===== src/rtl/fft_job_arbiter_if.sv =====
// Handshake bundle between the FFT job arbiter and the two requesters,
// the shared FFT memory mux and the FFT core.
interface fft_job_arbiter_if #(
    parameter int CNT_W = 8
);
    logic [1:0]       req;
    logic             load_done;
    logic             fft_done;
    // "release" is a reserved word, so the owner's read-done strobe is renamed
    logic             release_done;
    logic [1:0]       grant;
    logic             owner;
    logic             start_fft;
    logic             result_valid;
    logic             busy;
    logic             timeout_err;
    logic [CNT_W-1:0] job_count;

    modport master (
        output req,
        output load_done,
        output fft_done,
        output release_done,
        input  grant,
        input  owner,
        input  start_fft,
        input  result_valid,
        input  busy,
        input  timeout_err,
        input  job_count
    );

    modport slave (
        input  req,
        input  load_done,
        input  fft_done,
        input  release_done,
        output grant,
        output owner,
        output start_fft,
        output result_valid,
        output busy,
        output timeout_err,
        output job_count
    );
endinterface


===== src/rtl/fft_job_arbiter.sv =====
// Round-robin owner arbitration of one shared FFT memory/core between two
// requesters: load, run with timeout, unload, then hand over.
module fft_job_arbiter #(
    parameter int TIMEOUT = 255,
    parameter int CNT_W   = 8
) (
    input  logic               clk,
    input  logic               clr,
    fft_job_arbiter_if.slave   bus
);
    typedef enum logic [1:0] {
        IDLE   = 2'd0,
        LOAD   = 2'd1,
        RUN    = 2'd2,
        UNLOAD = 2'd3
    } state_t;

    localparam logic [CNT_W-1:0] TMO = CNT_W'(TIMEOUT);

    state_t           state_q, state_d;
    logic [1:0]       grant_q, grant_d;
    logic             owner_q, owner_d;
    logic             last_owner_q, last_owner_d;
    logic [CNT_W-1:0] run_cnt_q, run_cnt_d;
    logic [CNT_W-1:0] job_count_q, job_count_d;
    logic             timeout_err_q, timeout_err_d;
    logic             winner;

    always_ff @(posedge clk) begin
        if (clr) begin
            state_q       <= IDLE;
            grant_q       <= 2'b00;
            owner_q       <= 1'b0;
            last_owner_q  <= 1'b1;
            run_cnt_q     <= '0;
            job_count_q   <= '0;
            timeout_err_q <= 1'b0;
        end else begin
            state_q       <= state_d;
            grant_q       <= grant_d;
            owner_q       <= owner_d;
            last_owner_q  <= last_owner_d;
            run_cnt_q     <= run_cnt_d;
            job_count_q   <= job_count_d;
            timeout_err_q <= timeout_err_d;
        end
    end

    // Contention goes to whoever did not own the previous job
    always_comb begin
        winner = 1'b0;
        unique case (1'b1)
            (bus.req == 2'b11): winner = ~last_owner_q;
            (bus.req == 2'b10): winner = 1'b1;
            default:            winner = 1'b0;
        endcase
    end

    always_comb begin
        state_d       = state_q;
        grant_d       = grant_q;
        owner_d       = owner_q;
        last_owner_d  = last_owner_q;
        run_cnt_d     = run_cnt_q;
        job_count_d   = job_count_q;
        timeout_err_d = timeout_err_q;

        unique case (state_q)
            IDLE: begin
                if (|bus.req) begin
                    state_d = LOAD;
                    owner_d = winner;
                    grant_d = winner ? 2'b10 : 2'b01;
                end
            end
            LOAD: begin
                if (bus.load_done) begin
                    state_d   = RUN;
                    run_cnt_d = '0;
                end else if (!bus.req[owner_q]) begin
                    state_d      = IDLE;
                    grant_d      = 2'b00;
                    last_owner_d = owner_q;
                end
            end
            RUN: begin
                run_cnt_d = run_cnt_q + 1'b1;
                // Completion wins over timeout on the final cycle
                if (bus.fft_done && run_cnt_q != '0) begin
                    state_d     = UNLOAD;
                    job_count_d = job_count_q + 1'b1;
                end else if (run_cnt_q == TMO) begin
                    state_d       = IDLE;
                    grant_d       = 2'b00;
                    last_owner_d  = owner_q;
                    timeout_err_d = 1'b1;
                end
            end
            UNLOAD: begin
                if (bus.release_done) begin
                    state_d      = IDLE;
                    grant_d      = 2'b00;
                    last_owner_d = owner_q;
                end
            end
            default: state_d = IDLE;
        endcase
    end

    assign bus.grant        = grant_q;
    assign bus.owner        = owner_q;
    assign bus.start_fft    = (state_q == RUN) && (run_cnt_q == '0);
    assign bus.result_valid = (state_q == UNLOAD);
    assign bus.busy         = (state_q != IDLE);
    assign bus.timeout_err  = timeout_err_q;
    assign bus.job_count    = job_count_q;
endmodule


===== src/flat_wrapper.sv =====
// flat-port wrapper written by rule: the top's interface ports become plain ports
module fft_job_arbiter_flat 
#(
    parameter int TIMEOUT = 255,
    parameter int CNT_W   = 8
)
  (clk, clr, bus_req, bus_load_done, bus_fft_done, bus_release_done, bus_grant, bus_owner, bus_start_fft, bus_result_valid, bus_busy, bus_timeout_err, bus_job_count);
  fft_job_arbiter_if #(.CNT_W(CNT_W)) bus_i ();
  input  logic clk;
  input  logic clr;
  input wire logic [$bits(bus_i.req)-1:0] bus_req;
  input wire logic [$bits(bus_i.load_done)-1:0] bus_load_done;
  input wire logic [$bits(bus_i.fft_done)-1:0] bus_fft_done;
  input wire logic [$bits(bus_i.release_done)-1:0] bus_release_done;
  output wire logic [$bits(bus_i.grant)-1:0] bus_grant;
  output wire logic [$bits(bus_i.owner)-1:0] bus_owner;
  output wire logic [$bits(bus_i.start_fft)-1:0] bus_start_fft;
  output wire logic [$bits(bus_i.result_valid)-1:0] bus_result_valid;
  output wire logic [$bits(bus_i.busy)-1:0] bus_busy;
  output wire logic [$bits(bus_i.timeout_err)-1:0] bus_timeout_err;
  output wire logic [$bits(bus_i.job_count)-1:0] bus_job_count;
  assign bus_i.req = bus_req;
  assign bus_i.load_done = bus_load_done;
  assign bus_i.fft_done = bus_fft_done;
  assign bus_i.release_done = bus_release_done;
  assign bus_grant = bus_i.grant;
  assign bus_owner = bus_i.owner;
  assign bus_start_fft = bus_i.start_fft;
  assign bus_result_valid = bus_i.result_valid;
  assign bus_busy = bus_i.busy;
  assign bus_timeout_err = bus_i.timeout_err;
  assign bus_job_count = bus_i.job_count;
  fft_job_arbiter #(.TIMEOUT(TIMEOUT), .CNT_W(CNT_W)) u_core (.clk(clk), .clr(clr), .bus(bus_i));
endmodule

===== config.mk =====
export PLATFORM = sky130hd
export DESIGN_NAME = fft_job_arbiter_flat
export DESIGN_NICKNAME = d
export VERILOG_FILES = /design/src/rtl/fft_job_arbiter_if.sv /design/src/rtl/fft_job_arbiter.sv /design/src/flat_wrapper.sv
export SDC_FILE = /design/constraint.sdc
export NUM_CORES = 1
export LEC_CHECK = 0
export CORE_UTILIZATION = 51
export DETAILED_ROUTE_END_ITERATION = 10
export PLACE_DENSITY = 0.78
export SLEW_MARGIN = 0
export SYNTH_ARGS = -nofsm -noshare
export SYNTH_HDL_FRONTEND = slang
export SYNTH_SLANG_ARGS = --single-unit

===== constraint.sdc =====
create_clock -name clk -period 2.18 [get_ports clk]
set_input_delay 0.327 -clock clk [delete_from_list [all_inputs] [get_ports clk]]
set_output_delay 0.327 -clock clk [all_outputs]
set_load 0.1 [all_outputs]

==> summary.md, run 1 <==
| Metric | Value |
|---|---|
| Outcome | complete, no violations |
| Final nets | 171 |
| Simple-Gate Fraction of Synth Area | 30.4% |
| IO Count | 22 |
| Syn avg cell area | 8.73 um^2 |
| Die ar. | 2540 um^2 |
| R2R Path End | u_core.bus.job_count[7] |
| Starting density of the core | 54.1% |
| Post-route setup TNS | 0 ns |
| Crit path kind | register to output pin |
| Critical Path RT | 1.85 ns |
| Mux share of post-synthesis cell area | 4.29% |
| PwrDens | 1160 nW/um^2 |
| Hold buffers post-CTS | 0 |
| Syn_nets | 147 |
| Post-Synth Adder-Cell Area | 3.14% |
| Std-Cell Rows | 17 |
| CP max stage cell | dfxtp_1 |
| Critical path peak fanout | 5 |
| Fin crit share | 91.9% |
| Largest family of logic cells by synthesized area | simple AND/OR/NAND/NOR gates |
| Share of layout cells above drive strength 1 | 22.5% |
| CP delay by family, top | simple AND/OR/NAND/NOR gates |
| # DRC | 0 |
| Min Hold Slack | 0.488 ns |
| Critical path arrival | 1.68 ns |
| Critical Path End Type | output pin |
| Fin. max-slew vios | 0 |
| Setup ws final | 0.176 ns |
| Peak VDD IR | 1270 uV |
| Overall Power | 1.68 mW |
| Maximum root-to-sink buffer count | 2 |
| Initial antenna violation count | 0 |
| CTS resizes | 0 |
| Tightest Pin Transition | 0.532 ns |
| TritonCTS clock tree | built |
| CORE AREA | 2210 um^2 |
| HP Class | register to register |
| Final Cell Area | 1450 um^2 |
| Min-delay src | u_core.bus.timeout_err |
| Chip Height | 50.4 um |
| Total wire length | 2.33 mm |
| Clock skew | 0.00676 ns |
| Routed WL per cell | 12.4 um |
| Worst path bufs/invs | 2 |
| Worst skew pair latency | 0.31 ns |
| Antenna viol nets, final | 0 |
| H-Tree Depth | 1 |
| Placed wire-length estimate | 1.76 mm |
| Worst Setup Start Kind | register |
| Post-Synth XOR/XNOR Area | 4.39% |
| Flops & latches, synth | 23 |
| Clock Pin Slew Worst Setup and Hold Paths | 0.13 ns |
| GPL Wtd Cong | 0.838 |
| Post-CTS setup buffers | 0 |
| YS warnings | 0 |
| Hold Vio Cnt, Final | 0 |
| Synth cell types | 41 |
| Mapped Area | 1200 um^2 |
| Syn Inst Count | 137 |
| Layout Area Growth over Synthesis | 21.0% |
| Via count | 1020 |
| Cells on Worst Hold Path | 2 |
| Drt first pass iters | 4 |
| R2r startpoint | u_core.run_cnt_q[0] |
| Grt ovf | 0 |
| Starting DRT DRC Count | 34 |
| Crit path cell chain | inv_1 -> ha_1 -> nor4b_4 -> nand2_1 -> nor2_2 -> buf_12 |
| CTS buffer count | 3 |
| Hold endpoint | u_core.bus.timeout_err |
| Reg2Reg Setup Slack | 0.31 ns |
| Ant. Diodes | 0 |
| Root buffer cell | clkbuf_4 |
| Drt via density | 5.43 |
| CTS Sinks | 23 |
| Die width | 50.4 um |
| Setup-failing EPs final | 0 |
| Post-synthesis compound-gate area fraction | 14.5% |
| Global-route usage over all layers | 20.6% |
| Buffers on Ports | 21 |
| First-pass GRT wire length | 4.04 mm |
| Placed cell area | 1420 um^2 |
| Rel. slew slack | 64.2% |
| Pin count of the biggest net entering global routing | 14 |
| RSZ-0062 raised after global routing | false |
| Crit path time final | 2.00 ns |
| Max Clock Freq | 499 MHz |
| Seq/Total Area, Yosys | 38.5% |
| P_leak | 0.582 nW |
| Vias in the first global route | 930 |
| Worst Reg-to-Reg Cells | 7 |
| Pre-CTS setup slack | 0.220 ns |
| Max cap viols | 0 |
| CP max stage delay | 0.37 ns |
-- cell usage after synthesis --
master / n / area, um^2
o21ba_2: 1 / 10.0
xor2_1: 5 / 43.8
nand4b_1: 1 / 8.76
ha_1: 3 / 37.5
nand3_1: 5 / 25.0
and4_2: 1 / 10.0
mux2i_1: 4 / 40.0
a211oi_1: 2 / 15.0
nor2_1: 22 / 82.6
o22ai_1: 2 / 12.5
nand2b_1: 2 / 12.5
mux2_2: 1 / 11.3
a21oi_1: 9 / 45.0
o21ai_0: 2 / 10.0
dfxtp_1: 23 / 460
a41o_2: 1 / 11.3
and4bb_2: 1 / 12.5
and2_1: 1 / 6.26
nor4b_4: 1 / 23.8
a211o_1: 2 / 17.5
a221o_2: 1 / 11.3
nand4_1: 2 / 12.5
nor4_2: 1 / 12.5
and3_1: 2 / 12.5
or3_2: 1 / 7.51
nand2b_4: 1 / 13.8
nand3_2: 1 / 10.0
a211oi_4: 1 / 20.0
o32ai_1: 1 / 8.76
nor2b_1: 1 / 6.26
a31oi_1: 2 / 12.5
xnor2_1: 1 / 8.76
nand2_1: 12 / 45.0
clkbuf_1: 3 / 11.3
nor3_1: 5 / 25.0
buf_6: 2 / 22.5
inv_1: 6 / 22.5
nand3b_1: 2 / 15.0
and2b_2: 1 / 8.76
or3_1: 1 / 6.26
nor3b_1: 1 / 7.51
-- cells by family (layout without fill, tap and decap cells) --
family,count (synthesis),count (layout)
simple gates,65,65
compound gates,24,24
flops,23,23
buf+inv,11,34
xor+xnor,6,6
mux,5,5
fa+ha+maj,3,3
-- final cells by class --
class	count	area [um^2]
Fill cell	190	764
Multi-Input combinational cell	103	682
Sequential cell	23	460
Timing Repair Buffer	24	220
Tap cell	28	35.0
Clock buffer	3	22.5
Inverter	6	22.5
Clock inverter	1	5.00
-- how the worst max path moves through the flow --
| stage | from | to | slack, ns | cells after the start |
|---|---|---|---|---|
| 2_1_floorplan | u_core.bus.owner | u_core.last_owner_q | 0.03 | 4 |
| 3_5_place_dp | bus_req[1] | u_core.last_owner_q | 0.22 | 5 |
| 6_report | u_core.run_cnt_q[0] | bus_start_fft | 0.18 | 6 |
| 4_1_cts | u_core.run_cnt_q[0] | bus_start_fft | 0.14 | 6 |
| 5_1_grt | u_core.run_cnt_q[0] | bus_start_fft | 0.05 | 6 |
| 3_3_place_gp | bus_fft_done | u_core.bus.job_count[7] | 0.26 | 6 |
-- worst reg2reg max path: stages (launching register included) --
cell,delay (ns)
dfxtp_1,0.42
inv_1,0.06
ha_1,0.20
nor4b_4,0.14
a211oi_4,0.34
nand3_2,0.16
or3_1,0.37
a21oi_1,0.13
-- registers in the layout, indices dropped and copies added (netlist names) --
name                    count
u_core.bus.grant            2
u_core.bus.job_count        8
u_core.bus.owner            1
u_core.bus.timeout_err      1
u_core.last_owner_q         1
u_core.run_cnt_q            8
u_core.state_q              2
-- layer usage --
metal  track usage (%)  share of wire (%)
met1              28.5                 49
met2              32.2                 47
met3              2.73                3.5
met4              8.33               0.52
met5                 0                  0
-- cells in the final DEF, fill, tap and decap left out, drive strengths merged, types with 4 or more instances in the layout --
cell / n
nand3: 6
nor3: 5
nor2: 22
mux2i: 4
dfxtp: 23
xor2: 5
buf: 18
inv: 6
a21oi: 9
clkdlybuf4s50: 6
nand2: 12
-- metrics by stage --
step | instances | util (%)
detailed placement | 184 | 64.2
global placement | 184 | 64.2
global route | 188 | 65.4
CTS | 188 | 65.4
floorplan | 137 | -
finish | 188 | 65.4
-- power breakdown --
part           switching (mW)  internal [mW]
clock                   0.128         0.0684
sequential             0.0671          0.477
combinational           0.608          0.331
Power figures use the tool's default switching activity.
==> inputs of run 2 (changes only) <==
CORE_UTILIZATION = 46   (was 51)
PLACE_DENSITY = 0.79   (was 0.78)
clock period = 1.65 ns   (was 2.18 ns; I/O delays follow)
==> summary.md, run 2 (synthesis gave the netlist of run 1 again) <==
| Metric | Value |
|---|---|
| Outcome | complete, but fails checks (was complete, no violations) |
| Violated checks | setup timing |
| Critical Path RT | 1.88 ns (was 1.85 ns) |
| CTS buffer count | 3 (unchanged) |
| Min Hold Slack | 0.526 ns (was 0.488 ns) |
| Layout Area Growth over Synthesis | 56.1% (was 21.0%) |
| TritonCTS clock tree | built (unchanged) |
| Max cap viols | 0 (unchanged) |
| Clock skew | 0.00773 ns (was 0.00676 ns) |
| NetSw | 1.20 mW (was 0.803 mW) |
| Hold buffers post-CTS | 0 (unchanged) |
| Hold Vio Cnt, Final | 0 (unchanged) |
| Final nets | 193 (was 171) |
| Overall Power | 2.68 mW (was 1.68 mW) |
| Chip Height | 53.0 um (was 50.4 um) |
| Total wire length | 2.95 mm (was 2.33 mm) |
| Setup ws final | -0.153 ns (was 0.176 ns) |
| PwrDens | 1440 nW/um^2 (was 1160 nW/um^2) |
| H-Tree Depth | 1 (unchanged) |
| Pin count of the biggest net entering global routing | 15 (was 14) |
| Placed wire-length estimate | 2.22 mm (was 1.76 mm) |
| Vias in the first global route | 1103 (was 930) |
| Register share of total power | 27.0% (was 32.4%) |
| IO Count | 22 (unchanged) |
| CORE AREA | 2480 um^2 (was 2210 um^2) |
| Routed WL per cell | 13.9 um (was 12.4 um) |
| Switching fraction of total power | 44.9% (was 47.8%) |
| GPL Wtd Cong | 0.828 (was 0.838) |
| Drt via density | 5.45 (was 5.43) |
| Drt first pass iters | 4 (unchanged) |
| Buffers on Ports | 21 (unchanged) |
| Global-route usage over all layers | 23.6% (was 20.6%) |
| Worst Reg-to-Reg Cells | 9 (was 7) |
| Crit path time final | 1.80 ns |
| Most common cell after layout, fill and taps aside | buf_4 (was dfxtp_1) |
| Post-route setup TNS | -0.929 ns (was 0 ns) |
| Rel. slew slack | 77.8% (was 64.2%) |
| Fin crit share | 109% |
| P_leak | 0.734 nW (was 0.582 nW) |
| Maximum root-to-sink buffer count | 2 (unchanged) |
| Worst skew pair latency | 0.32 ns (was 0.31 ns) |
| Initial antenna violation count | 0 (unchanged) |
| # DRC | 0 (unchanged) |
| Setup-failing EPs final | 11 (was 0) |
| Cells on Worst Hold Path | 2 (unchanged) |
| Critical path arrival | 2.04 ns (was 1.68 ns) |
| Ant. Diodes | 0 (unchanged) |
| Grt ovf | 0 (unchanged) |
| RSZ-0062 raised after global routing | true (was false) |
| Combinational Power Share | 62.8% (was 55.9%) |
| Worst Setup Start Kind | register (unchanged) |
| Via count | 1155 (was 1020) |
| Starting DRT DRC Count | 21 (was 34) |
| Antenna viol nets, final | 0 (unchanged) |
| Peak VDD IR | 1390 uV (was 1270 uV) |
| Max Clock Freq | 555 MHz |
| Std-Cell Rows | 18 (was 17) |
| First-pass GRT wire length | 4.76 mm (was 4.04 mm) |
| HP Class | register to register (unchanged) |
| Int Power | 1.48 mW (was 0.876 mW) |
| Die width | 53.0 um (was 50.4 um) |
| Root buffer cell | clkbuf_4 (unchanged) |
| Share of layout cells above drive strength 1 | 44.0% (was 22.5%) |
| CTS Sinks | 23 (unchanged) |
| Clock power frac | 10.2% (was 11.7%) |
| Critical path peak fanout | 6 (was 5) |
| Fin. max-slew vios | 0 (unchanged) |
| Clock Pin Slew Worst Setup and Hold Paths | 0.14 ns (was 0.13 ns) |
| Critical Path End Type | register (was output pin) |
| Most frequent cells in the layout | buf_4 (25), nor2_1 (19), buf_12 (15) (was dfxtp_1 (23), nor2_1 (21), buf_4 (16)) |
| Tightest Pin Transition | 0.332 ns (was 0.532 ns) |
| Crit path kind | register to register (was register to output pin) |
| Starting density of the core | 48.3% (was 54.1%) |
| Die ar. | 2810 um^2 (was 2540 um^2) |
-- run 2: changes by cell type in the layout (fill, tap and decap cells not counted), moves of 3 or more --
cell,delta
buf_12,+13
buf_4,+9
dfxtp_1,-9
dfxtp_2,+8
inv_1,-3
-- run 2: final timing paths --
| kind | startpoint | to | slack, ns |
|---|---|---|---|
| setup / recovery | u_core.run_cnt_q[1] | u_core.bus.job_count[4] | -0.15 |
| hold / removal | u_core.bus.grant[0] | u_core.bus.grant[0] | 0.53 |
| setup reg to reg | u_core.run_cnt_q[1] | u_core.bus.job_count[4] | -0.15 |
| hold reg to reg | u_core.bus.grant[0] | u_core.bus.grant[0] | 0.53 |
-- run 2: repair_timing --
item	in CTS	in global routing
setup buffers	1	1
endpoints found under the setup margin	8	18
pin swaps	1	1
gates resized for setup	2	6
-- run 2: worst max-delay path: stages (launching register included) --
cell and delay, ns:
dfxtp_2 0.36, inv_2 0.04, ha_4 0.15, nor4b_4 0.12
buf_4 0.15, a211oi_4 0.32, buf_4 0.22, nand4_1 0.13
xor2_1 0.17, nor2_1 0.06
-- run 2: cell type report --
cell class / instances / area [um^2]
tap: 30 / 37.5
sequential: 23 / 474
clock inverter: 1 / 5.00
multi-input combinational: 103 / 753
inverter: 6 / 26.3
clock buffer: 3 / 22.5
fill: 177 / 611
timing repair buffer: 46 / 548
-- run 2: layer usage --
metal  vias up  wire (um)  share of wire (%)  track usage, %
met5         -          0                  0               0
met4         0         61                2.1            13.6
met3         9        111                3.8            4.31
met2        24       1440                 49            38.8
met1       549       1340                 45            28.5
li1        573          -                  -               -
-- run 2: power groups by stage --
stage | Sequential (mW) | Clock [mW] | Combinational [mW]
4_1_cts | 0.721 | 0.279 | 1.68
6_report | 0.723 | 0.273 | 1.68
2_1_floorplan | 0.892 | 0 | 0.907
5_1_grt | 0.731 | 0.308 | 1.79
3_5_place_dp | 0.730 | 0 | 1.66
3_3_place_gp | 0.725 | 0 | 1.63
-- run 2: through the flow --
| step | worst slack (ns) | instance area [um^2] | cells | utilization, % |
|---|---|---|---|---|
| final | -0.153 | 1870 | 212 | 75.4 |
| after global routing | -0.242 | 1870 | 212 | 75.4 |
| after CTS | -0.163 | 1830 | 211 | 74.0 |
| after detailed placement | -0.193 | 1800 | 206 | 72.5 |
| after global placement | -0.137 | 1800 | 206 | 72.5 |
| after floorplan | -0.155 | 1260 | 137 | - |
==> inputs of run 3 (changes only) <==
==> constraint.sdc (replaced) <==
create_clock -name clk -period 1.65 [get_ports clk]
set_input_delay 0.4125 -clock clk [delete_from_list [all_inputs] [get_ports clk]]
set_output_delay 0.4125 -clock clk [all_outputs]
set_load 0.1 [all_outputs]
==> summary.md, run 3 (synthesis gave the netlist of run 1 again) <==
| Metric | Value |
|---|---|
| Outcome | complete, but fails checks (unchanged) |
| Violated checks | setup timing (unchanged) |
| Crit path kind | register to output pin (was register to register) |
| Starting density of the core | 48.3% (unchanged) |
| Tightest Pin Transition | 0.429 ns (was 0.332 ns) |
| Initial antenna violation count | 0 (unchanged) |
| CTS buffer count | 3 (unchanged) |
| Share of layout cells above drive strength 1 | 47.3% (was 44.0%) |
| Int Power | 1.53 mW (was 1.48 mW) |
| Total wire length | 3.16 mm (was 2.95 mm) |
| Clock power frac | 9.6% (was 10.2%) |
| First-pass GRT wire length | 5.03 mm (was 4.76 mm) |
| Ant. Diodes | 0 (unchanged) |
| Starting DRT DRC Count | 17 (was 21) |
| Hold Vio Cnt, Final | 0 (unchanged) |
| GPL Wtd Cong | 0.859 (was 0.828) |
| Most common cell after layout, fill and taps aside | buf_4 (unchanged) |
| Antenna viol nets, final | 0 (unchanged) |
| Chip Height | 53.0 um (unchanged) |
| Max Clock Freq | 519 MHz (was 555 MHz) |
| Buffers on Ports | 21 (unchanged) |
| CTS Sinks | 23 (unchanged) |
| # DRC | 0 (unchanged) |
| Crit path cell chain | nor3_2 -> buf_4 -> nand2_2 -> nor2_4 -> buf_12 (was inv_2 -> ha_4 -> nor4b_4 -> buf_4 -> a211oi_4 -> buf_4 -> nand4_1 -> xor2_1 -> nor2_1) |
| HP Class | register to register (unchanged) |
| Clock Pin Slew Worst Setup and Hold Paths | 0.12 ns (was 0.14 ns) |
| NetSw | 1.27 mW (was 1.20 mW) |
| Drt first pass iters | 4 (unchanged) |
| Worst Reg-to-Reg Cells | 9 (unchanged) |
| Critical path peak fanout | 4 (was 6) |
| CP delay by family, top | simple AND/OR/NAND/NOR gates (was buffers and inverters) |
| Critical Path RT | 1.24 ns (was 1.88 ns) |
| TritonCTS clock tree | built (unchanged) |
| Overall Power | 2.80 mW (was 2.68 mW) |
| IO Count | 22 (unchanged) |
| CORE AREA | 2480 um^2 (unchanged) |
| Global-route usage over all layers | 24.7% (was 23.6%) |
| Worst skew pair latency | 0.32 ns (about the same) |
| Max cap viols | 0 (unchanged) |
| Grt ovf | 0 (unchanged) |
| Worst Setup Start Kind | register (unchanged) |
| Worst path bufs/invs | 2 (was 3) |
| P_leak | 0.757 nW (was 0.734 nW) |
| CP max stage delay | 0.36 ns (about the same) |
| Vias in the first global route | 1183 (was 1103) |
| Most frequent cells in the layout | buf_4 (22), nor2_1 (19), buf_12 (15) (was buf_4 (25), nor2_1 (19), buf_12 (15)) |
| CP max stage cell | dfxtp_1 (was dfxtp_2) |
| H-Tree Depth | 1 (unchanged) |
| Placed wire-length estimate | 2.23 mm (was 2.22 mm) |
| Critical path arrival | 1.51 ns (was 2.04 ns) |
| Combinational Power Share | 63.8% (was 62.8%) |
| PwrDens | 1440 nW/um^2 (about the same) |
| Cells on Worst Hold Path | 2 (unchanged) |
| Die width | 53.0 um (unchanged) |
| Levels on crit path | 5 (was 9) |
| Post-route setup TNS | -1.01 ns (was -0.929 ns) |
| Register share of total power | 26.7% (was 27.0%) |
| Routed WL per cell | 14.8 um (was 13.9 um) |
| Maximum root-to-sink buffer count | 2 (unchanged) |
| Rel. slew slack | 71.2% (was 77.8%) |
| Layout Area Growth over Synthesis | 62.6% (was 56.1%) |
| Fin. max-slew vios | 0 (unchanged) |
| Peak VDD IR | 1580 uV (was 1390 uV) |
| Setup-failing EPs final | 9 (was 11) |
| Final Util | 78.5% (was 75.4%) |
| Setup ws final | -0.277 ns (was -0.153 ns) |
| Via count | 1193 (was 1155) |
| Pin count of the biggest net entering global routing | 13 (was 15) |
| Std-Cell Rows | 18 (unchanged) |
| Root buffer cell | clkbuf_4 (unchanged) |
| Clock skew | 0.0102 ns (was 0.00773 ns) |
| Drt via density | 5.57 (was 5.45) |
| Crit path time final | 1.93 ns (was 1.80 ns) |
| Switching fraction of total power | 45.3% (was 44.9%) |
| RSZ-0062 raised after global routing | true (unchanged) |
| Fin crit share | 117% (was 109%) |
| Final nets | 195 (was 193) |
| Die ar. | 2810 um^2 (unchanged) |
| Critical Path End Type | output pin (was register) |
## run 3: cell count changes in the layout (fill, tap and decap cells not counted), sizes merged
| cell | change |
|---|---|
| buf | +2 |
| clkbuf | +1 |
| clkinv | -1 |
## run 3: layer usage
metal	GRT usage, %	vias up	routed length [um]	part of all wire (%)
met2	44.7	38	1640	52
met3	4.02	14	130	4.1
met4	11.4	0	101	3.2
met1	27.9	566	1290	41
li1	-	575	-	-
met5	0	-	0	0
## run 3: worst reg2reg max path: cells and delay by family (launching register included)
kind	cells	cell delay, ns
DFF	1	0.36
AOI/OAI and AO/OA	2	0.35
adders and majority gates	1	0.15
and+or+nand+nor	3	0.54
buffers and inverters	3	0.36
## run 3: worst paths after layout
kind / to / startpoint / slack (ns)
hold reg to reg: u_core.bus.owner / u_core.bus.owner / 0.51
setup reg to reg: u_core.bus.job_count[7] / u_core.run_cnt_q[1] / -0.17
setup / recovery: bus_start_fft / u_core.run_cnt_q[7] / -0.28
hold / removal: u_core.bus.owner / u_core.bus.owner / 0.51
## run 3: power by group through the flow
stage / Sequential, mW / Clock, mW / Combinational [mW]
after floorplan: 0.888 / 0 / 0.898
after global placement: 0.728 / 0 / 1.59
after detailed placement: 0.736 / 0 / 1.63
after CTS: 0.733 / 0.271 / 1.72
after global routing: 0.759 / 0.298 / 1.89
final: 0.747 / 0.268 / 1.78
## run 3: metrics by stage
stage	worst slack, ns	hold slack (ns)	instances	instance area (um^2)
after floorplan	-0.185	0.449	137	1240
after global placement	-0.363	0.485	203	1760
after global routing	-0.365	0.531	214	1940
after detailed placement	-0.413	0.496	203	1760
final	-0.277	0.510	214	1940
after CTS	-0.267	0.514	213	1900
## run 3: cell type report
| type | instances | area [um^2] |
|---|---|---|
| multi-input cells | 103 | 797 |
| clock buffers | 4 | 26.3 |
| well taps | 30 | 37.5 |
| inverters | 6 | 26.3 |
| repair buffers | 48 | 582 |
| flip-flops and latches | 23 | 475 |
| fillers | 163 | 533 |
## run 3: repair_timing
action | 4_1_cts | 5_1_grt
gates resized for setup | 20 | 8
gates cloned | 0 | 0
pin swaps | 12 | 7
endpoints found under the setup margin | 14 | 22
endpoints found under the hold margin | 0 | 0
setup buffers | 7 | 3
hold buffers | 0 | 0
